<file path="src/rtl/mem_port_arbiter_if.sv">
// Bundle of requester-side (fetch/load/store) and memory-side signals for mem_port_arbiter.
// slave  : arbiter view (requests and memory read data in, acks and memory requests out).
// master : environment view (drives requests and memory read data, observes everything else).
interface mem_port_arbiter_if;
  // Fetch requester
  logic        if_req;
  logic [31:0] if_addr;
  logic        if_ack;
  logic [31:0] if_data;
  // Load requester
  logic        ld_req;
  logic [31:0] ld_addr;
  logic        ld_ack;
  logic [31:0] ld_data;
  // Store requester
  logic        st_req;
  logic [31:0] st_addr;
  logic [31:0] st_data;
  logic [2:0]  st_type;
  logic        st_ack;
  // Memory side
  logic        mem_inst_req;
  logic [31:0] mem_inst_addr;
  logic [31:0] mem_inst_data;
  logic        mem_load_req;
  logic [31:0] mem_load_addr;
  logic [31:0] mem_load_data;
  logic        mem_wr_req;
  logic [31:0] mem_wr_addr;
  logic [31:0] mem_wr_data;
  logic [2:0]  mem_wr_type;
  // Status
  logic        busy;

  modport slave (
    input  if_req, if_addr, ld_req, ld_addr, st_req, st_addr, st_data, st_type,
    input  mem_inst_data, mem_load_data,
    output if_ack, if_data, ld_ack, ld_data, st_ack,
    output mem_inst_req, mem_inst_addr, mem_load_req, mem_load_addr,
    output mem_wr_req, mem_wr_addr, mem_wr_data, mem_wr_type, busy
  );

  modport master (
    output if_req, if_addr, ld_req, ld_addr, st_req, st_addr, st_data, st_type,
    output mem_inst_data, mem_load_data,
    input  if_ack, if_data, ld_ack, ld_data, st_ack,
    input  mem_inst_req, mem_inst_addr, mem_load_req, mem_load_addr,
    input  mem_wr_req, mem_wr_addr, mem_wr_data, mem_wr_type, busy
  );
endinterface

</file>
<file path="src/rtl/mem_port_arbiter.sv">
// Arbitrates fetch, load and store requesters onto a single-access memory port.
// Priority is store > load > fetch, with fetch forced to win after STARVE_LIMIT consecutive
// losses. Each access runs IDLE -> ISSUE -> WAIT (MEM_LATENCY cycles) -> RESP; all outputs
// are registered.
// Ports:
//   clock   : system clock
//   reset_n : asynchronous active-low reset
//   bus_io  : requester and memory signals (mem_port_arbiter_if, slave modport)
module mem_port_arbiter #(
  parameter int unsigned MEM_LATENCY  = 1,
  parameter int unsigned STARVE_LIMIT = 4
) (
  input logic               clock,
  input logic               reset_n,
  mem_port_arbiter_if.slave bus_io
);

  typedef enum logic [1:0] {StIdle, StIssue, StWait, StResp} state_e;
  typedef enum logic [1:0] {SelNone, SelFetch, SelLoad, SelStore} sel_e;

  localparam logic [3:0] StarveMax = 4'(STARVE_LIMIT);
  localparam logic [3:0] WaitInit  = 4'(MEM_LATENCY - 1);

  state_e      state_q, state_d;
  sel_e        sel_q, sel_d, grant;
  logic [3:0]  starve_q, starve_d;
  logic [3:0]  wait_cnt_q, wait_cnt_d;
  logic        if_ack_q, if_ack_d, ld_ack_q, ld_ack_d, st_ack_q, st_ack_d;
  logic [31:0] if_data_q, if_data_d, ld_data_q, ld_data_d;
  logic        inst_req_q, inst_req_d, load_req_q, load_req_d, wr_req_q, wr_req_d;
  logic [31:0] inst_addr_q, inst_addr_d, load_addr_q, load_addr_d;
  logic [31:0] wr_addr_q, wr_addr_d, wr_data_q, wr_data_d;
  logic [2:0]  wr_type_q, wr_type_d;
  logic        busy_q, busy_d;

  always_comb begin
    state_d     = state_q;
    sel_d       = sel_q;
    starve_d    = starve_q;
    wait_cnt_d  = wait_cnt_q;
    if_ack_d    = 1'b0;
    ld_ack_d    = 1'b0;
    st_ack_d    = 1'b0;
    if_data_d   = if_data_q;
    ld_data_d   = ld_data_q;
    inst_req_d  = 1'b0;
    load_req_d  = 1'b0;
    wr_req_d    = 1'b0;
    inst_addr_d = inst_addr_q;
    load_addr_d = load_addr_q;
    wr_addr_d   = wr_addr_q;
    wr_data_d   = wr_data_q;
    wr_type_d   = wr_type_q;
    grant       = SelNone;

    unique case (state_q)
      StIdle: begin
        if (bus_io.if_req && (starve_q == StarveMax)) grant = SelFetch;
        else if (bus_io.st_req)                       grant = SelStore;
        else if (bus_io.ld_req)                       grant = SelLoad;
        else if (bus_io.if_req)                       grant = SelFetch;

        // Memory request and operands are launched on the grant edge, so they are valid
        // during ISSUE and the operand registers hold until the next grant of that port.
        case (grant)
          SelFetch: begin
            inst_req_d  = 1'b1;
            inst_addr_d = bus_io.if_addr;
          end
          SelLoad: begin
            load_req_d  = 1'b1;
            load_addr_d = bus_io.ld_addr;
          end
          SelStore: begin
            wr_req_d  = 1'b1;
            wr_addr_d = bus_io.st_addr;
            wr_data_d = bus_io.st_data;
            wr_type_d = bus_io.st_type;
          end
          default: ;
        endcase

        if (grant != SelNone) begin
          state_d = StIssue;
          sel_d   = grant;
        end

        if (!bus_io.if_req || (grant == SelFetch)) begin
          starve_d = '0;
        end else if (starve_q != StarveMax) begin
          starve_d = starve_q + 4'd1;
        end
      end
      StIssue: begin
        state_d    = StWait;
        wait_cnt_d = WaitInit;
      end
      StWait: begin
        if (wait_cnt_q == '0) begin
          state_d = StResp;
          case (sel_q)
            SelFetch: begin
              if_data_d = bus_io.mem_inst_data;
              if_ack_d  = 1'b1;
            end
            SelLoad: begin
              ld_data_d = bus_io.mem_load_data;
              ld_ack_d  = 1'b1;
            end
            SelStore: st_ack_d = 1'b1;
            default: ;
          endcase
        end else begin
          wait_cnt_d = wait_cnt_q - 4'd1;
        end
      end
      StResp: begin
        state_d = StIdle;
      end
      default: state_d = StIdle;
    endcase

    busy_d = (state_d != StIdle);
  end

  always_ff @(posedge clock or negedge reset_n) begin
    if (!reset_n) begin
      state_q     <= StIdle;
      sel_q       <= SelNone;
      starve_q    <= '0;
      wait_cnt_q  <= '0;
      if_ack_q    <= 1'b0;
      ld_ack_q    <= 1'b0;
      st_ack_q    <= 1'b0;
      if_data_q   <= '0;
      ld_data_q   <= '0;
      inst_req_q  <= 1'b0;
      load_req_q  <= 1'b0;
      wr_req_q    <= 1'b0;
      inst_addr_q <= '0;
      load_addr_q <= '0;
      wr_addr_q   <= '0;
      wr_data_q   <= '0;
      wr_type_q   <= '0;
      busy_q      <= 1'b0;
    end else begin
      state_q     <= state_d;
      sel_q       <= sel_d;
      starve_q    <= starve_d;
      wait_cnt_q  <= wait_cnt_d;
      if_ack_q    <= if_ack_d;
      ld_ack_q    <= ld_ack_d;
      st_ack_q    <= st_ack_d;
      if_data_q   <= if_data_d;
      ld_data_q   <= ld_data_d;
      inst_req_q  <= inst_req_d;
      load_req_q  <= load_req_d;
      wr_req_q    <= wr_req_d;
      inst_addr_q <= inst_addr_d;
      load_addr_q <= load_addr_d;
      wr_addr_q   <= wr_addr_d;
      wr_data_q   <= wr_data_d;
      wr_type_q   <= wr_type_d;
      busy_q      <= busy_d;
    end
  end

  assign bus_io.if_ack        = if_ack_q;
  assign bus_io.if_data       = if_data_q;
  assign bus_io.ld_ack        = ld_ack_q;
  assign bus_io.ld_data       = ld_data_q;
  assign bus_io.st_ack        = st_ack_q;
  assign bus_io.mem_inst_req  = inst_req_q;
  assign bus_io.mem_inst_addr = inst_addr_q;
  assign bus_io.mem_load_req  = load_req_q;
  assign bus_io.mem_load_addr = load_addr_q;
  assign bus_io.mem_wr_req    = wr_req_q;
  assign bus_io.mem_wr_addr   = wr_addr_q;
  assign bus_io.mem_wr_data   = wr_data_q;
  assign bus_io.mem_wr_type   = wr_type_q;
  assign bus_io.busy          = busy_q;

endmodule

</file>
<file path="src/flat_wrapper.sv">
// flat-port wrapper written by rule: the top's interface ports become plain ports
module mem_port_arbiter_flat 
#(
  parameter int unsigned MEM_LATENCY  = 1,
  parameter int unsigned STARVE_LIMIT = 4
)
  (clock, reset_n, bus_io_if_req, bus_io_if_addr, bus_io_ld_req, bus_io_ld_addr, bus_io_st_req, bus_io_st_addr, bus_io_st_data, bus_io_st_type, bus_io_mem_inst_data, bus_io_mem_load_data, bus_io_if_ack, bus_io_if_data, bus_io_ld_ack, bus_io_ld_data, bus_io_st_ack, bus_io_mem_inst_req, bus_io_mem_inst_addr, bus_io_mem_load_req, bus_io_mem_load_addr, bus_io_mem_wr_req, bus_io_mem_wr_addr, bus_io_mem_wr_data, bus_io_mem_wr_type, bus_io_busy);
  mem_port_arbiter_if bus_io_i ();
  input logic clock;
  input logic reset_n;
  input wire logic [$bits(bus_io_i.if_req)-1:0] bus_io_if_req;
  input wire logic [$bits(bus_io_i.if_addr)-1:0] bus_io_if_addr;
  input wire logic [$bits(bus_io_i.ld_req)-1:0] bus_io_ld_req;
  input wire logic [$bits(bus_io_i.ld_addr)-1:0] bus_io_ld_addr;
  input wire logic [$bits(bus_io_i.st_req)-1:0] bus_io_st_req;
  input wire logic [$bits(bus_io_i.st_addr)-1:0] bus_io_st_addr;
  input wire logic [$bits(bus_io_i.st_data)-1:0] bus_io_st_data;
  input wire logic [$bits(bus_io_i.st_type)-1:0] bus_io_st_type;
  input wire logic [$bits(bus_io_i.mem_inst_data)-1:0] bus_io_mem_inst_data;
  input wire logic [$bits(bus_io_i.mem_load_data)-1:0] bus_io_mem_load_data;
  output wire logic [$bits(bus_io_i.if_ack)-1:0] bus_io_if_ack;
  output wire logic [$bits(bus_io_i.if_data)-1:0] bus_io_if_data;
  output wire logic [$bits(bus_io_i.ld_ack)-1:0] bus_io_ld_ack;
  output wire logic [$bits(bus_io_i.ld_data)-1:0] bus_io_ld_data;
  output wire logic [$bits(bus_io_i.st_ack)-1:0] bus_io_st_ack;
  output wire logic [$bits(bus_io_i.mem_inst_req)-1:0] bus_io_mem_inst_req;
  output wire logic [$bits(bus_io_i.mem_inst_addr)-1:0] bus_io_mem_inst_addr;
  output wire logic [$bits(bus_io_i.mem_load_req)-1:0] bus_io_mem_load_req;
  output wire logic [$bits(bus_io_i.mem_load_addr)-1:0] bus_io_mem_load_addr;
  output wire logic [$bits(bus_io_i.mem_wr_req)-1:0] bus_io_mem_wr_req;
  output wire logic [$bits(bus_io_i.mem_wr_addr)-1:0] bus_io_mem_wr_addr;
  output wire logic [$bits(bus_io_i.mem_wr_data)-1:0] bus_io_mem_wr_data;
  output wire logic [$bits(bus_io_i.mem_wr_type)-1:0] bus_io_mem_wr_type;
  output wire logic [$bits(bus_io_i.busy)-1:0] bus_io_busy;
  assign bus_io_i.if_req = bus_io_if_req;
  assign bus_io_i.if_addr = bus_io_if_addr;
  assign bus_io_i.ld_req = bus_io_ld_req;
  assign bus_io_i.ld_addr = bus_io_ld_addr;
  assign bus_io_i.st_req = bus_io_st_req;
  assign bus_io_i.st_addr = bus_io_st_addr;
  assign bus_io_i.st_data = bus_io_st_data;
  assign bus_io_i.st_type = bus_io_st_type;
  assign bus_io_i.mem_inst_data = bus_io_mem_inst_data;
  assign bus_io_i.mem_load_data = bus_io_mem_load_data;
  assign bus_io_if_ack = bus_io_i.if_ack;
  assign bus_io_if_data = bus_io_i.if_data;
  assign bus_io_ld_ack = bus_io_i.ld_ack;
  assign bus_io_ld_data = bus_io_i.ld_data;
  assign bus_io_st_ack = bus_io_i.st_ack;
  assign bus_io_mem_inst_req = bus_io_i.mem_inst_req;
  assign bus_io_mem_inst_addr = bus_io_i.mem_inst_addr;
  assign bus_io_mem_load_req = bus_io_i.mem_load_req;
  assign bus_io_mem_load_addr = bus_io_i.mem_load_addr;
  assign bus_io_mem_wr_req = bus_io_i.mem_wr_req;
  assign bus_io_mem_wr_addr = bus_io_i.mem_wr_addr;
  assign bus_io_mem_wr_data = bus_io_i.mem_wr_data;
  assign bus_io_mem_wr_type = bus_io_i.mem_wr_type;
  assign bus_io_busy = bus_io_i.busy;
  mem_port_arbiter #(.MEM_LATENCY(MEM_LATENCY), .STARVE_LIMIT(STARVE_LIMIT)) u_core (.clock(clock), .reset_n(reset_n), .bus_io(bus_io_i));
endmodule
</file>
<file path="config.mk">
export PLATFORM = sky130hd
export DESIGN_NAME = mem_port_arbiter_flat
export DESIGN_NICKNAME = d
export VERILOG_FILES = /design/src/rtl/mem_port_arbiter_if.sv /design/src/rtl/mem_port_arbiter.sv /design/src/flat_wrapper.sv
export SDC_FILE = /design/constraint.sdc
export NUM_CORES = 1
export LEC_CHECK = 0
export CAP_MARGIN = 20
export CORE_UTILIZATION = 35
export CTS_CLUSTER_SIZE = 12
export DETAILED_ROUTE_END_ITERATION = 10
export GPL_TIMING_DRIVEN = 0
export PLACE_DENSITY = 0.82
export REMOVE_ABC_BUFFERS = 1
export SLEW_MARGIN = 25
export SYNTH_ARGS = -nofsm -noshare
export SYNTH_HDL_FRONTEND = slang
export SYNTH_SLANG_ARGS = --single-unit
export TNS_END_PERCENT = 1
</file>
<file path="constraint.sdc">
create_clock -name clock -period 5.3 [get_ports clock]
set_input_delay 1.06 -clock clock [delete_from_list [all_inputs] [get_ports clock]]
set_output_delay 1.06 -clock clock [all_outputs]
set_load 0.05 [all_outputs]
</file>
==> impl_summary.txt <==
----------------------------------------------------
[Run status]
  Outcome ... finished, final reports clean

[Layout]
  Highest-count cells in the layout ignoring fill and taps ... 400 x sky130_fd_sc_hd__clkdlybuf4s50_1, 214 x sky130_fd_sc_hd__dfrtp_1, 193 x sky130_fd_sc_hd__mux2_2
  Antenna cell count ... 0
  Leading cell type in the layout, fill and taps excluded ... sky130_fd_sc_hd__clkdlybuf4s50_1
  Count of filler cells inserted in the layout ... 1759
  Final layout net count ... between 1000 and 1500
  Fraction of final layout cells sized beyond drive strength 1 ... a little over a quarter
  Sequential Area ... roughly 5400 um^2
  Final design instance area without fill ... around 13000 um^2
  Synthesis-to-finish area growth ... 63.45%
  Footprint of the multi-input gates ... 2636 um^2
  Finished Core Util ... 58.65%
  Count of placed standard cells in the final layout, fillers left out ... roughly 1200

[Logic synthesis]
  Number of distinct library cells after synthesis ... 33
  Number of warnings reported in the yosys synthesis log ... 0
  Synthesized area per cell ... about 16 um^2
  Area of the mapped netlist ... between 8000 and 9000 um^2
  Share of the yosys chip area belonging to registers ... about two thirds
  Synthesized instance count ... slightly above 500
  Flops & latches, synth ... 214

[Route]
  Drt drc ... 0
  Count of antenna-violating nets left after detailed routing ... 0
  Via-per-instance ratio ... roughly 4.6
  Detailed-routing iteration count for the pre-antenna-repair pass ... 4
  Final Routed Wirelength ... 22250 um
  Mean routed wirelength per cell ... 17.94 um
  DR vias ... ~5700
  Violation count after the first detailed-route iteration ... roughly 180

[STA]
  Least setup slack across all paths after layout ... between 2000 and 2500 ps
  Setup TNS ... 0 ps
  Worst Tran Pin Value ... 580.1 ps
  Worst-case hold slack ... between 400 and 500 ps
  Final cycle utilization of the critical path ... between 50% and 60%
  Max Transition Viols Final ... 0
  Worst slew slack as a fraction of its limit ... 61.24%
  Setup Skew ... ~6.5 ps
  Unrepaired setup endpoints after global routing ... no
  Max Freq ... 355.7 MHz
  Fin. Hold Viols ... 0
  Final setup violation count ... 0
  Min Tclk post-route ... about 2800 ps

[Critical path]
  Worst-path maximum fanout ... 2
  Cell with the largest stage delay on the worst path ... sky130_fd_sc_hd__clkdlybuf4s50_1
  Crit-path cells ... clkdlybuf4s50_1
  Crit path capture type ... output pin
  Worst EP required ... 4240 ps
  Endpoint arrival time on the critical path ... approximately 1800 ps
  Startpoint Class ... flop
  Worst path top cell family by delay ... buffers and inverters
  Slowest cell delay on critical path ... 840 ps
  Setup Crit Path Kind ... flop to output pin
  Buf/Inv on CP ... 1

[Placement]
  Routability Congestion ... roughly 0.75
  Cell Count Post-Placement ... roughly 1200
  Number of buffer cells added on primary ports ... between 400 and 500
  Worst slack at placement ... 2181 ps
  HPWL after DPL ... 16580 um
  Post-detailed-placement cell area ... approximately 13000 um^2

[Clocking]
  CTS tree ... yes
  H-tree levels ... 1
  Post-CTS setup-driven buffer insertion count ... 0
  Clock buffer count from CTS ... 24
  Maximum clock insertion buffer count ... 3
  Later-pin clock latency in the skew report ... roughly 500 ps
  Count of hold-fix buffers inserted at cts ... 0
  Post_cts resized ... 0
  Sinks on the clock net ... between 200 and 250
  Clock Pin Slew Worst Setup and Hold Paths ... 60 ps
  Root buffer cell ... sky130_fd_sc_hd__clkbuf_16

[Floorplanning]
  Number of placement rows ... 55
  Core Footprint ... between 20000 and 25000 um^2
  Number of top-level pins ... ~400
  Effective utilization at floorplan ... between 30% and 40%
  DIE AREA ... around 24000 um^2
  Die Span Y ... ~150 um
  Die width ... ~150 um

[Power and ir drop]
  Power consumption ... between 10 and 15 mW
  Power density over cell area ... between 700 and 800 nW/um^2
  Net switching fraction of the power ... between 40% and 50%
  Cell leakage power ... between 5 and 6 nW
  Largest voltage drop on the vdd net ... 0.5126 mV
  Power share of the clock group ... between 10% and 20%
  Logic pwr share ... 56.8%
  Share of power burned in registers ... around 28%
  P_sw ... between 4 and 5 mW
  Cell Int Power ... between 5 and 6 mW

[Global routing]
  Antenna violations before repair ... 0
  Global-route wire length before repair ... 34240 um
  Number of global-route vias before repair ... ~6300
  All-layer global routing usage ... 18.32%
  Overflow left after global routing ... 0
  Largest net degree at the start of global routing ... between 80 and 90

[Job]
  Maximum Capacitance Violations ... 0

[Worst hold path]
  Hold crit path type ... flop to flop

----------------------------------------------------
[cell families (layout without fill, tap and decap cells)]
family / Yosys count / in the layout / share of synthesized area, %
muxes: 195 / 195 / 26.86
AOI/OAI and AO/OA: 20 / 20 / 1.531
buffers and inverters: 35 / 458 / 2.403
DFF: 214 / 214 / 65.51
adders and majority gates: 8 / 8 / 1.225
and+or+nand+nor: 32 / 32 / 2.464
[Yosys cell counts, drive strengths merged]
cell type	number	share of area, %
or3b	1	0.11
or4	1	0.092
and3	1	0.077
clkbuf	4	0.18
inv	11	0.51
ha	8	1.2
nand3	5	0.31
nand2	4	0.18
nor2	5	0.23
or2	2	0.15
o21ai	9	0.55
nor3	3	0.46
nand3b	1	0.092
a32o	1	0.12
o31a	1	0.11
o21a	1	0.092
buf	20	1.7
nand4	3	0.23
a31oi	3	0.23
a21oi	2	0.17
o22ai	2	0.15
a221oi	1	0.11
nand4b	1	0.11
mux2	195	27
nand2b	2	0.15
nor2b	2	0.15
and4b	1	0.12
dfrtp	214	66
[final timing paths]
path,start,endpoint,slack [ps],cells past startpoint
max reg2reg,u_core.wait_cnt_q[0],u_core.bus_io.if_data[22],2930,6
max,u_core.bus_io.mem_load_addr[27],bus_io_mem_load_addr[27],2490,1
min in group asynchronous,reset_n,u_core.bus_io.mem_wr_data[29],500,1
min,u_core.bus_io.if_data[7],u_core.bus_io.if_data[7],480,1
min reg2reg,u_core.bus_io.if_data[7],u_core.bus_io.if_data[7],480,1
max in group asynchronous,reset_n,u_core.bus_io.mem_load_addr[10],3990,2
[layout make-up]
cell class,instances,share of cell area (%)
clock inverter,4,0.1686
inverter,11,0.3090
multi-input combinational,255,19.73
tap,313,2.931
timing repair buffer,410,31.42
clock buffer,33,5.357
sequential,214,40.08
[power by group through the flow]
| stage | combinational [mW] | sequential, mW | clock [mW] |
|---|---|---|---|
| final | 5.81 | 2.86 | 1.56 |
| after global routing | 6.02 | 2.97 | 1.67 |
| after CTS | 5.86 | 2.87 | 1.61 |
| after detailed placement | 5.84 | 2.89 | 0 |
| after global placement | 5.76 | 2.84 | 0 |
| after floorplan | 1.04 | 5.54 | 0 |
[sequential cells by signal, indices dropped and copies added, names as in the netlist, 2 cells and up]
signal                       cells
u_core.wait_cnt_q                4
u_core.bus_io.mem_wr_data       32
u_core.sel_q                     2
u_core.bus_io.if_data           32
u_core.starve_q                  4
u_core.bus_io.mem_wr_addr       32
u_core.bus_io.mem_wr_type        3
u_core.state_q                   2
u_core.bus_io.mem_load_addr     32
u_core.bus_io.mem_inst_addr     32
u_core.bus_io.ld_data           32
[per-layer routing]
metal	share of wire, %	global-route usage [%]	vias to the layer above	routed length, um
li1	-	-	2607	-
met1	38	20.54	2868	8362
met2	52	33.18	232	11560
met3	7.6	5.268	35	1683
met4	2.9	6.176	0	641
met5	0	0	-	0
Note: power is estimated with default switching activity, not from simulation.
